### config.mk
export PLATFORM = sky130hd
export DESIGN_NAME = uart_tx_fifo_flat
export DESIGN_NICKNAME = d
export VERILOG_FILES = /design/src/rtl/uart_tx_fifo_if.sv /design/src/rtl/uart_tx_fifo.sv /design/src/flat_wrapper.sv
export SDC_FILE = /design/constraint.sdc
export NUM_CORES = 1
export LEC_CHECK = 0
export ABC_AREA = 1
export ABC_CLOCK_PERIOD_IN_PS = 3000
export CAP_MARGIN = 20
export CORE_ASPECT_RATIO = 0.75
export CORE_MARGIN = 1
export CORE_UTILIZATION = 59
export DETAILED_ROUTE_END_ITERATION = 16
export GPL_TIMING_DRIVEN = 0
export PLACE_DENSITY = 0.79
export SYNTH_ARGS = -nofsm -noshare
export SYNTH_HDL_FRONTEND = slang
export SYNTH_SLANG_ARGS = --single-unit
export TNS_END_PERCENT = 10
### constraint.sdc
create_clock -name clk -period 3 [get_ports clk]
set_input_delay 0.6 -clock clk [delete_from_list [all_inputs] [get_ports clk]]
set_output_delay 0.6 -clock clk [all_outputs]
set_load 0.1 [all_outputs]
### src/rtl/uart_tx_fifo_if.sv
// Host/serializer-facing signal bundle for the UART transmit FIFO.
// The master modport is the side that writes, reads and configures the FIFO.
interface uart_tx_fifo_if #(
  parameter int unsigned WIDTH = 8
);
  logic             clear;
  logic             push;
  logic [WIDTH-1:0] din;
  logic             pop;
  logic [3:0]       threshold;
  logic [WIDTH-1:0] dout;
  logic             empty;
  logic             full;
  logic [4:0]       count;
  logic             overrun;
  logic             low_water;

  modport master (
    output clear, push, din, pop, threshold,
    input  dout, empty, full, count, overrun, low_water
  );

  modport slave (
    input  clear, push, din, pop, threshold,
    output dout, empty, full, count, overrun, low_water
  );
endinterface

### src/rtl/uart_tx_fifo.sv
// 16-entry first-word-fall-through transmit FIFO feeding the UART serializer.
// Drops writes when full (sticky overrun) and ignores reads when empty.
module uart_tx_fifo #(
  parameter int unsigned DEPTH = 16,
  parameter int unsigned WIDTH = 8
) (
  input logic           clk,
  input logic           rst,
  uart_tx_fifo_if.slave bus
);
  localparam int unsigned AW = $clog2(DEPTH);
  localparam int unsigned CW = AW + 1;

  logic [WIDTH-1:0] mem [DEPTH];
  logic [AW-1:0]    wr_ptr_q, wr_ptr_d;
  logic [AW-1:0]    rd_ptr_q, rd_ptr_d;
  logic [CW-1:0]    count_q, count_d;
  logic             overrun_q, overrun_d;
  logic             empty, full;
  logic             push_ok, pop_ok;

  assign empty = (count_q == '0);
  assign full  = (count_q == CW'(DEPTH));

  // A push into a full FIFO is only accepted if the head leaves the same cycle.
  assign push_ok = bus.push && !rst && !bus.clear && (!full || bus.pop);
  assign pop_ok  = bus.pop && !rst && !bus.clear && !empty;

  always_comb begin
    wr_ptr_d  = wr_ptr_q;
    rd_ptr_d  = rd_ptr_q;
    count_d   = count_q;
    overrun_d = overrun_q;
    if (bus.clear) begin
      wr_ptr_d  = '0;
      rd_ptr_d  = '0;
      count_d   = '0;
      overrun_d = 1'b0;
    end else begin
      if (push_ok) wr_ptr_d = wr_ptr_q + AW'(1);
      if (pop_ok)  rd_ptr_d = rd_ptr_q + AW'(1);
      case ({push_ok, pop_ok})
        2'b10:   count_d = count_q + CW'(1);
        2'b01:   count_d = count_q - CW'(1);
        default: count_d = count_q;
      endcase
      if (bus.push && full && !bus.pop) overrun_d = 1'b1;
    end
  end

  always_ff @(posedge clk or posedge rst) begin
    if (rst) begin
      wr_ptr_q  <= '0;
      rd_ptr_q  <= '0;
      count_q   <= '0;
      overrun_q <= 1'b0;
    end else begin
      wr_ptr_q  <= wr_ptr_d;
      rd_ptr_q  <= rd_ptr_d;
      count_q   <= count_d;
      overrun_q <= overrun_d;
    end
  end

  // Storage is deliberately left out of reset; the pointers define validity.
  always_ff @(posedge clk) begin
    if (push_ok) mem[wr_ptr_q] <= bus.din;
  end

  assign bus.dout      = empty ? '0 : mem[rd_ptr_q];
  assign bus.empty     = empty;
  assign bus.full      = full;
  assign bus.count     = count_q;
  assign bus.overrun   = overrun_q;
  assign bus.low_water = (count_q <= {1'b0, bus.threshold});
endmodule

### src/flat_wrapper.sv
// flat-port wrapper written by rule: the top's interface ports become plain ports
module uart_tx_fifo_flat 
#(
  parameter int unsigned DEPTH = 16,
  parameter int unsigned WIDTH = 8
)
  (clk, rst, bus_clear, bus_push, bus_din, bus_pop, bus_threshold, bus_dout, bus_empty, bus_full, bus_count, bus_overrun, bus_low_water);
  uart_tx_fifo_if #(.WIDTH(WIDTH)) bus_i ();
  input logic clk;
  input logic rst;
  input wire logic [$bits(bus_i.clear)-1:0] bus_clear;
  input wire logic [$bits(bus_i.push)-1:0] bus_push;
  input wire logic [$bits(bus_i.din)-1:0] bus_din;
  input wire logic [$bits(bus_i.pop)-1:0] bus_pop;
  input wire logic [$bits(bus_i.threshold)-1:0] bus_threshold;
  output wire logic [$bits(bus_i.dout)-1:0] bus_dout;
  output wire logic [$bits(bus_i.empty)-1:0] bus_empty;
  output wire logic [$bits(bus_i.full)-1:0] bus_full;
  output wire logic [$bits(bus_i.count)-1:0] bus_count;
  output wire logic [$bits(bus_i.overrun)-1:0] bus_overrun;
  output wire logic [$bits(bus_i.low_water)-1:0] bus_low_water;
  assign bus_i.clear = bus_clear;
  assign bus_i.push = bus_push;
  assign bus_i.din = bus_din;
  assign bus_i.pop = bus_pop;
  assign bus_i.threshold = bus_threshold;
  assign bus_dout = bus_i.dout;
  assign bus_empty = bus_i.empty;
  assign bus_full = bus_i.full;
  assign bus_count = bus_i.count;
  assign bus_overrun = bus_i.overrun;
  assign bus_low_water = bus_i.low_water;
  uart_tx_fifo #(.DEPTH(DEPTH), .WIDTH(WIDTH)) u_core (.clk(clk), .rst(rst), .bus(bus_i));
endmodule
==> insert_results.sql, run 1 <==
INSERT INTO impl_metrics (metric_group, metric, value, unit) VALUES
('hold_path', 'hp-class', 'reg -> reg', ''),
('logic_synthesis', 'synth-edff-count', '128', ''),
('floorplanning', 'design.die.area', '0.0109', 'sq mm'),
('floorplanning', 'core_area', '0.0102', 'sq mm'),
('logic_synthesis', 'synth_xor_area_frac', '0.00282', ''),
('clock_network', 'clkSlewWorstSetupHoldPaths', '0.06', 'ns'),
('detailed_routing', 'route.detailed.wl_per_inst', '21.1', 'um'),
('floorplanning', 'initial_core_util', '0.606', ''),
('global_routing', 'gr-usage-all-layers', '0.295', ''),
('timing', 'rsz_0062_raised_after_global_routing', 'yes', ''),
('floorplanning', 'io_pins', '34', ''),
('detailed_routing', 'drc', '0', ''),
('pwr', 'pwr_density_cell', '753', 'mW/mm^2'),
('global_routing', 'grt_antenna_before_repair', '0', ''),
('timing', 'finalSetupViolCount', '1', ''),
('worst_setup_path', 'path_delay_family', 'compound AO/OA/AOI/OAI gates', ''),
('placement', 'dp_hpwl', '9990', 'um'),
('clock_network', 'htree_num_levels', '4', ''),
('timing', 'tightest_slew', '0.977', 'ns'),
('timing', 'clock-skew-final', '0.0122', 'ns'),
('placement', 'portBuffers', '33', ''),
('worst_setup_path', 'cp_slowest_stage_delay', '0.42', 'ns'),
('worst_setup_path', 'worstPathArrival', '2.40', 'ns'),
('detailed_routing', 'vias_per_cell', '6.09', ''),
('layout', 'antenna_cells', '0', ''),
('timing', 'timing.final.hold_violations', '0', ''),
('layout', 'syn_to_final_growth', '22.5', '%'),
('logic_synthesis', 'synth_compound_gate_area_share', '0.109', ''),
('timing', 'post-route-worst-setup-slack', '-0.00204', 'ns'),
('worst_setup_path', 'max_stage_delay_cell_worst_path', 'dfrtp_1', ''),
('layout', 'finish.net_count', '602', ''),
('placement', 'preCtsSetupSlack', '-0.718', 'ns'),
('hold_path', 'holdCritStartpoint', 'u_core.bus.overrun$_DFFE_PP0P_', ''),
('pwr', 'register_share_of_total_power', '0.389', ''),
('detailed_routing', 'dr_total_vias', '4405', ''),
('logic_synthesis', 'synth_cells', '508', ''),
('floorplanning', 'num_rows', '32', ''),
('logic_synthesis', 'synthesis.yosys.warnings', '0', ''),
('logic_synthesis', 'syn-mean-instance-area', '12.2', 'sq um'),
('timing', 'slew_headroom', '0.347', ''),
('timing', 'setup_tns', '-0.00204', 'ns'),
('logic_synthesis', 'synth.top_cells.by_count', 'edfxtp_1 (128), nand2_1 (96), a21oi_1 (37)', ''),
('timing', 'final.min_clock_period', '3.00', 'ns'),
('logic_synthesis', 'yosysTopAreaCellShare', '0.619', ''),
('logic_synthesis', 'synth.ff_latch_count', '142', ''),
('worst_setup_path', 'required', '2.40', 'ns'),
('global_routing', 'overflow', '0', ''),
('clock_network', 'post-cts-setup-buffers', '0', ''),
('clock_network', 'cts-buffers-inserted', '17', ''),
('pwr', 'p_int', '3.88', 'mW'),
('detailed_routing', 'detail-route-antenna-nets', '0', ''),
('worst_setup_path', 'setup.worst_path.end_class', 'output port', ''),
('timing', 'timing.final.crit_share', '1.00', ''),
('pwr', 'irDropWorstVdd', '0.655', 'mV'),
('logic_synthesis', 'synth_top_area_cell', 'edfxtp_1', ''),
('worst_setup_path', 'crit_buf_inv', '3', ''),
('logic_synthesis', 'asyncSetResetFlopFracSynth', '0.0986', ''),
('logic_synthesis', 'synthMostInstantiatedCell', 'edfxtp_1', ''),
('run_status', 'violations_in_the_final_reports', 'negative setup slack', ''),
('clock_network', 'cts_tree', 'done', ''),
('pwr', 'switching_power', '1.85', 'mW'),
('worst_setup_path', 'worstPathCellList', 'inv_2 > clkbuf_1 > o21ai_0 > o22ai_1 > nand2_1 > a211oi_4 > buf_12', ''),
('pwr', 'power_frac_clock', '0.360', ''),
('worst_setup_path', 'worst_setup_path_start_kind', 'flop', ''),
('clock_network', 'ctsRootBufferMaster', 'clkbuf_16', ''),
('global_routing', 'first_global_vias', '4320', ''),
('layout', 'post_route_cells_drive_above_1_share', '0.204', ''),
('run_status', 'status', 'finished with violations', ''),
('logic_synthesis', 'mappedNetlistNets', '536', ''),
('logic_synthesis', 'primary_ff_master_synth', 'edfxtp_1', ''),
('logic_synthesis', 'synthesized_area_fraction_occupied_by_and_or_nand_nor_cells', '0.134', '');
-- cell usage in the layout (no fill, tap or decap), types with 9 or more instances in the layout --
cell type	synthesis	layout
edfxtp_1	128	128
nand2_1	96	96
a21oi_1	37	34
nor2_1	32	29
inv_1	24	24
o21ai_0	23	23
clkdlybuf4s50_1	0	22
nor3_1	23	20
clkbuf_16	0	17
buf_2	8	15
o22ai_1	11	11
buf_4	5	11
ha_1	11	11
nand3_1	9	9
dfrtp_1	14	9
-- layer usage --
metal / GRT usage / vias to the layer above / share of wire / wire length (um)
met3: 0.0593 / 41 / 0.086 / 1310
met4: 0.111 / 0 / 0.022 / 343
met2: 0.467 / 224 / 0.49 / 7440
met5: 0 / - / 0 / 0
met1: 0.405 / 2166 / 0.40 / 6170
li1: - / 1974 / - / -
-- path summary, 6_finish.rpt --
check,slack (ns),to,cells past startpoint
hold / removal,0.54,u_core.bus.overrun$_DFFE_PP0P_,2
min in group asynchronous,0.72,u_core.bus.overrun$_DFFE_PP0P_,2
setup reg to reg,0.78,u_core.mem[8][1]$_DFFE_PP_,7
setup / recovery,-0.002,bus_dout[2],7
max in group asynchronous,1.86,u_core.bus.count[3]$_DFFE_PP0P_,2
hold reg to reg,0.54,u_core.bus.overrun$_DFFE_PP0P_,2
-- cell type report --
type	count	area (sq um)	share of cell area
clock buffers	17	425	0.0560
flip-flops and latches	142	4200	0.553
multi-input cells	310	1900	0.249
repair buffers	47	472	0.0621
plain buffers	22	143	0.0188
clock inverters	15	153	0.0201
inverters	34	143	0.0188
well taps	136	170	0.0224
-- power by group through the flow --
stage | Combinational (mW) | Sequential (mW) | Clock [mW]
3_5_place_dp | 1.33 | 2.27 | 0
3_3_place_gp | 1.30 | 2.27 | 0
5_1_grt | 1.50 | 2.23 | 2.13
2_1_floorplan | 0.902 | 2.36 | 0
4_1_cts | 1.35 | 2.23 | 2.05
6_report | 1.44 | 2.23 | 2.06
-- worst min-delay path: cells and delay by family, from the launching register on --
kind,cells,cell delay [ns]
AND/OR/NAND/NOR,1,0.09
flip-flops,1,0.36
AO/OA/AOI/OAI,1,0.05
-- stage by stage --
stage          cells  power (mW)   util  instance area [sq um]
5_1_grt          723        5.87  0.742                   7600
4_1_cts          719        5.63  0.730                   7480
6_report         723        5.73  0.742                   7600
2_1_floorplan    508        3.26      -                   6320
3_5_place_dp     687        3.60  0.672                   6890
3_3_place_gp     677        3.57  0.666                   6820
-- flip-flops by register name, summed over array words and instances (netlist names) --
register / count
u_core.rd_ptr_q: 4
u_core.bus.overrun: 1
u_core.mem: 128
u_core.wr_ptr_q: 4
u_core.bus.count: 5
-- timing repair --
item	in CTS	in global routing
endpoints found under the setup margin	11	9
resized for setup	62	31
hold buffers	0	0
pin swaps	0	2
-- cells by family (layout without fill, tap and decap cells) --
group | Yosys count | count (layout)
and+or+nand+nor | 179 | 179
DFF | 142 | 142
AOI/OAI and AO/OA | 110 | 110
buffers and inverters | 56 | 135
adders and majority gates | 11 | 11
muxes | 8 | 8
xor gates and xnor gates | 2 | 2
(Power assumes the default switching activity.)
==> inputs of run 2 (changes only) <==
- ABC_CLOCK_PERIOD_IN_PS: 3000 -> 3100
- GPL_TIMING_DRIVEN: 0 -> not set
- TNS_END_PERCENT: 10 -> 1
- clock period: 3 -> 3.1 ns (I/O delays scaled with it)
==> insert_results.sql, run 2 (synthesis results as in run 1) <==
INSERT INTO impl_metrics (metric_group, metric, value, unit) VALUES
('run_status', 'status', 'finished clean', ''),
('detailed_routing', 'vias_per_cell', '6.13', ''),
('layout', 'final_common_cell', 'edfxtp_1', ''),
('clock_network', 'ctsHoldBuffers', '0', ''),
('layout', 'fin_util', '0.746', ''),
('placement', 'gp_congestion', '0.894', ''),
('clock_network', 'clockBufferDepth', '2', ''),
('pwr', 'power_leakage', '2.81', 'nW'),
('timing', 'slew_headroom', '0.492', ''),
('timing', 'timing.final.hold_violations', '0', ''),
('floorplanning', 'design.die.area', '0.0109', 'sq mm'),
('timing', 'finalSetupViolCount', '0', ''),
('floorplanning', 'core_area', '0.0102', 'sq mm'),
('clock_network', 'cts-buffers-inserted', '17', ''),
('timing', 'tightest_slew', '0.759', 'ns'),
('layout', 'finish.net_count', '591', ''),
('placement', 'portBuffers', '33', ''),
('worst_setup_path', 'worstPathArrival', '2.40', 'ns'),
('detailed_routing', 'detail_route.iter0.violations', '485', ''),
('floorplanning', 'initial_core_util', '0.606', ''),
('global_routing', 'gr-usage-all-layers', '0.294', ''),
('pwr', 'p_int', '4.03', 'mW'),
('clock_network', 'cts.sink_count', '142', ''),
('detailed_routing', 'detail_route.wirelength', '14800', 'um'),
('worst_setup_path', 'reg2reg_setup_slack', '0.95', 'ns'),
('pwr', 'pwr_density_cell', '757', 'mW/mm^2'),
('clock_network', 'clk_latency', '0.41', 'ns'),
('pwr', 'swShare', '0.305', ''),
('pwr', 'switching_power', '1.77', 'mW'),
('worst_setup_path', 'cp-endpoint', 'bus_dout[6]', ''),
('detailed_routing', 'dr_total_vias', '4366', ''),
('worst_setup_path', 'critPathLaunch', 'u_core.rd_ptr_q[0]$_DFFE_PP0P_', ''),
('layout', 'largest_register_ff_count', '128', ''),
('pwr', 'power_frac_comb', '0.243', ''),
('layout', 'antenna_cells', '0', ''),
('clock_network', 'htree_num_levels', '4', ''),
('timing', 'rsz_0062_raised_after_global_routing', 'no', ''),
('placement', 'dp_hpwl', '9240', 'um'),
('worst_setup_path', 'worst_reg_to_reg_cells', '13', ''),
('floorplanning', 'fp.dieW', '120', 'um'),
('worst_setup_path', 'required', '2.48', 'ns'),
('worst_setup_path', 'critical_path_class', 'reg -> out', ''),
('worst_setup_path', 'reg2reg_to', 'u_core.bus.count[4]$_DFFE_PP0P_', ''),
('hold_path', 'number_of_cells_on_the_worst_hold_path', '2', ''),
('global_routing', 'first_global_vias', '4267', ''),
('detailed_routing', 'drc', '0', ''),
('detailed_routing', 'detail-route-antenna-nets', '0', ''),
('global_routing', 'overflow', '0', ''),
('pwr', 'irDropWorstVdd', '0.615', 'mV'),
('timing', 'timing.hold.ws', '0.532', 'ns'),
('worst_setup_path', 'setup.worst_path.end_class', 'output port', ''),
('placement', 'preCtsSetupSlack', '0.333', 'ns'),
('global_routing', 'grt_start_max_net_pins', '36', ''),
('global_routing', 'grt_antenna_before_repair', '0', ''),
('layout', 'final.fill_count', '624', ''),
('detailed_routing', 'route.detailed.wl_per_inst', '20.8', 'um'),
('timing', 'max_freq', '331', 'MHz'),
('clock_network', 'clkSlewWorstSetupHoldPaths', '0.06', 'ns'),
('global_routing', 'grt_first_pass_wirelength', '23000', 'um'),
('floorplanning', 'io_pins', '34', ''),
('timing', 'timing.final.crit_share', '0.973', ''),
('timing', 'slew_violations', '0', ''),
('worst_setup_path', 'critical_path.max_fanout', '25', ''),
('timing', 'setup_tns', '0', 'ns'),
('worst_setup_path', 'crit-reg2reg-launch', 'u_core.bus.count[3]$_DFFE_PP0P_', ''),
('layout', 'largest_register', 'u_core.mem', ''),
('clock_network', 'cts_tree', 'done', ''),
('hold_path', 'hp-class', 'reg -> reg', ''),
('run', 'maxCapViolations', '0', ''),
('detailed_routing', 'drt_pre_antenna_iters', '6', ''),
('layout', 'syn_to_final_growth', '23.2', '%'),
('pwr', 'power_frac_clock', '0.384', ''),
('clock_network', 'ctsRootBufferMaster', 'clkbuf_16', ''),
('timing', 'clock-skew-final', '0.00680', 'ns'),
('floorplanning', 'num_rows', '32', ''),
('worst_setup_path', 'worst_setup_path_start_kind', 'flop', ''),
('timing', 'post-route-worst-setup-slack', '0.0823', 'ns'),
('timing', 'final.min_clock_period', '3.02', 'ns'),
('layout', 'layout_common_cells', 'edfxtp_1 (128), nand2_1 (96), a21oi_1 (36), nor2_1 (32), buf_4 (31)', ''),
('layout', 'post_route_cells_drive_above_1_share', '0.198', ''),
('pwr', 'register_share_of_total_power', '0.373', ''),
('floorplanning', 'die_height', '90.8', 'um');
[run 2: changes by cell type in the layout (fill, tap and decap cells not counted), moves of 4 or more]
cell,change
buf_2,-15
clkdlybuf4s50_1,-6
buf_4,+20
buf_12,+6
buf_6,-4
[run 2: power by group through the flow]
stage / sequential, mW / combinational (mW) / clock (mW)
after detailed placement: 2.20 / 1.38 / 0
after global routing: 2.16 / 1.48 / 2.32
final: 2.16 / 1.41 / 2.22
after floorplan: 2.28 / 0.873 / 0
after CTS: 2.16 / 1.39 / 2.24
after global placement: 2.19 / 1.35 / 0
[run 2: metrics by stage]
step | power, mW | std cells | area [sq um]
final | 5.79 | 712 | 7650
after global routing | 5.96 | 712 | 7650
after CTS | 5.79 | 712 | 7620
after detailed placement | 3.57 | 680 | 6960
after global placement | 3.55 | 680 | 6960
after floorplan | 3.15 | 508 | 6320
[run 2: area by class of cell]
type | count | area, sq um | share of cell area
Multi-Input combinational cell | 310 | 1870 | 0.244
Clock buffer | 18 | 429 | 0.0561
Sequential cell | 142 | 4200 | 0.549
Tap cell | 136 | 170 | 0.0222
Clock inverter | 14 | 221 | 0.0289
Inverter | 34 | 144 | 0.0188
Timing Repair Buffer | 58 | 613 | 0.0801
[run 2: worst max-delay path: stages (launching register included)]
cell	delay, ns
dfrtp_2	0.44
inv_4	0.23
nand2_1	0.10
a221oi_1	0.50
nor2_1	0.20
a211oi_4	0.29
buf_12	0.21
[run 2: worst min path at each step]
stage | endpoint | startpoint
after floorplan | u_core.bus.overrun$_DFFE_PP0P_ | rst
after detailed placement | u_core.bus.overrun$_DFFE_PP0P_ | u_core.bus.overrun$_DFFE_PP0P_
after global placement | u_core.bus.overrun$_DFFE_PP0P_ | u_core.bus.overrun$_DFFE_PP0P_
after global routing | u_core.bus.overrun$_DFFE_PP0P_ | u_core.bus.overrun$_DFFE_PP0P_
after CTS | u_core.bus.overrun$_DFFE_PP0P_ | u_core.bus.overrun$_DFFE_PP0P_
final | u_core.bus.overrun$_DFFE_PP0P_ | u_core.bus.overrun$_DFFE_PP0P_
[run 2: timing repair]
action                     in CTS  in global routing
buffers inserted                0                  0
setup endpoints to repair       2                  8
gates resized for setup         3                  6
pin swaps                       0                  1
[run 2: metal layers]
metal | wire [um] | global-route usage | vias to the layer above
li1 | - | - | 1951
met1 | 5800 | 0.388 | 2123
met2 | 7010 | 0.448 | 255
met3 | 1520 | 0.0979 | 37
met4 | 469 | 0.128 | 0
met5 | 0 | 0 | -
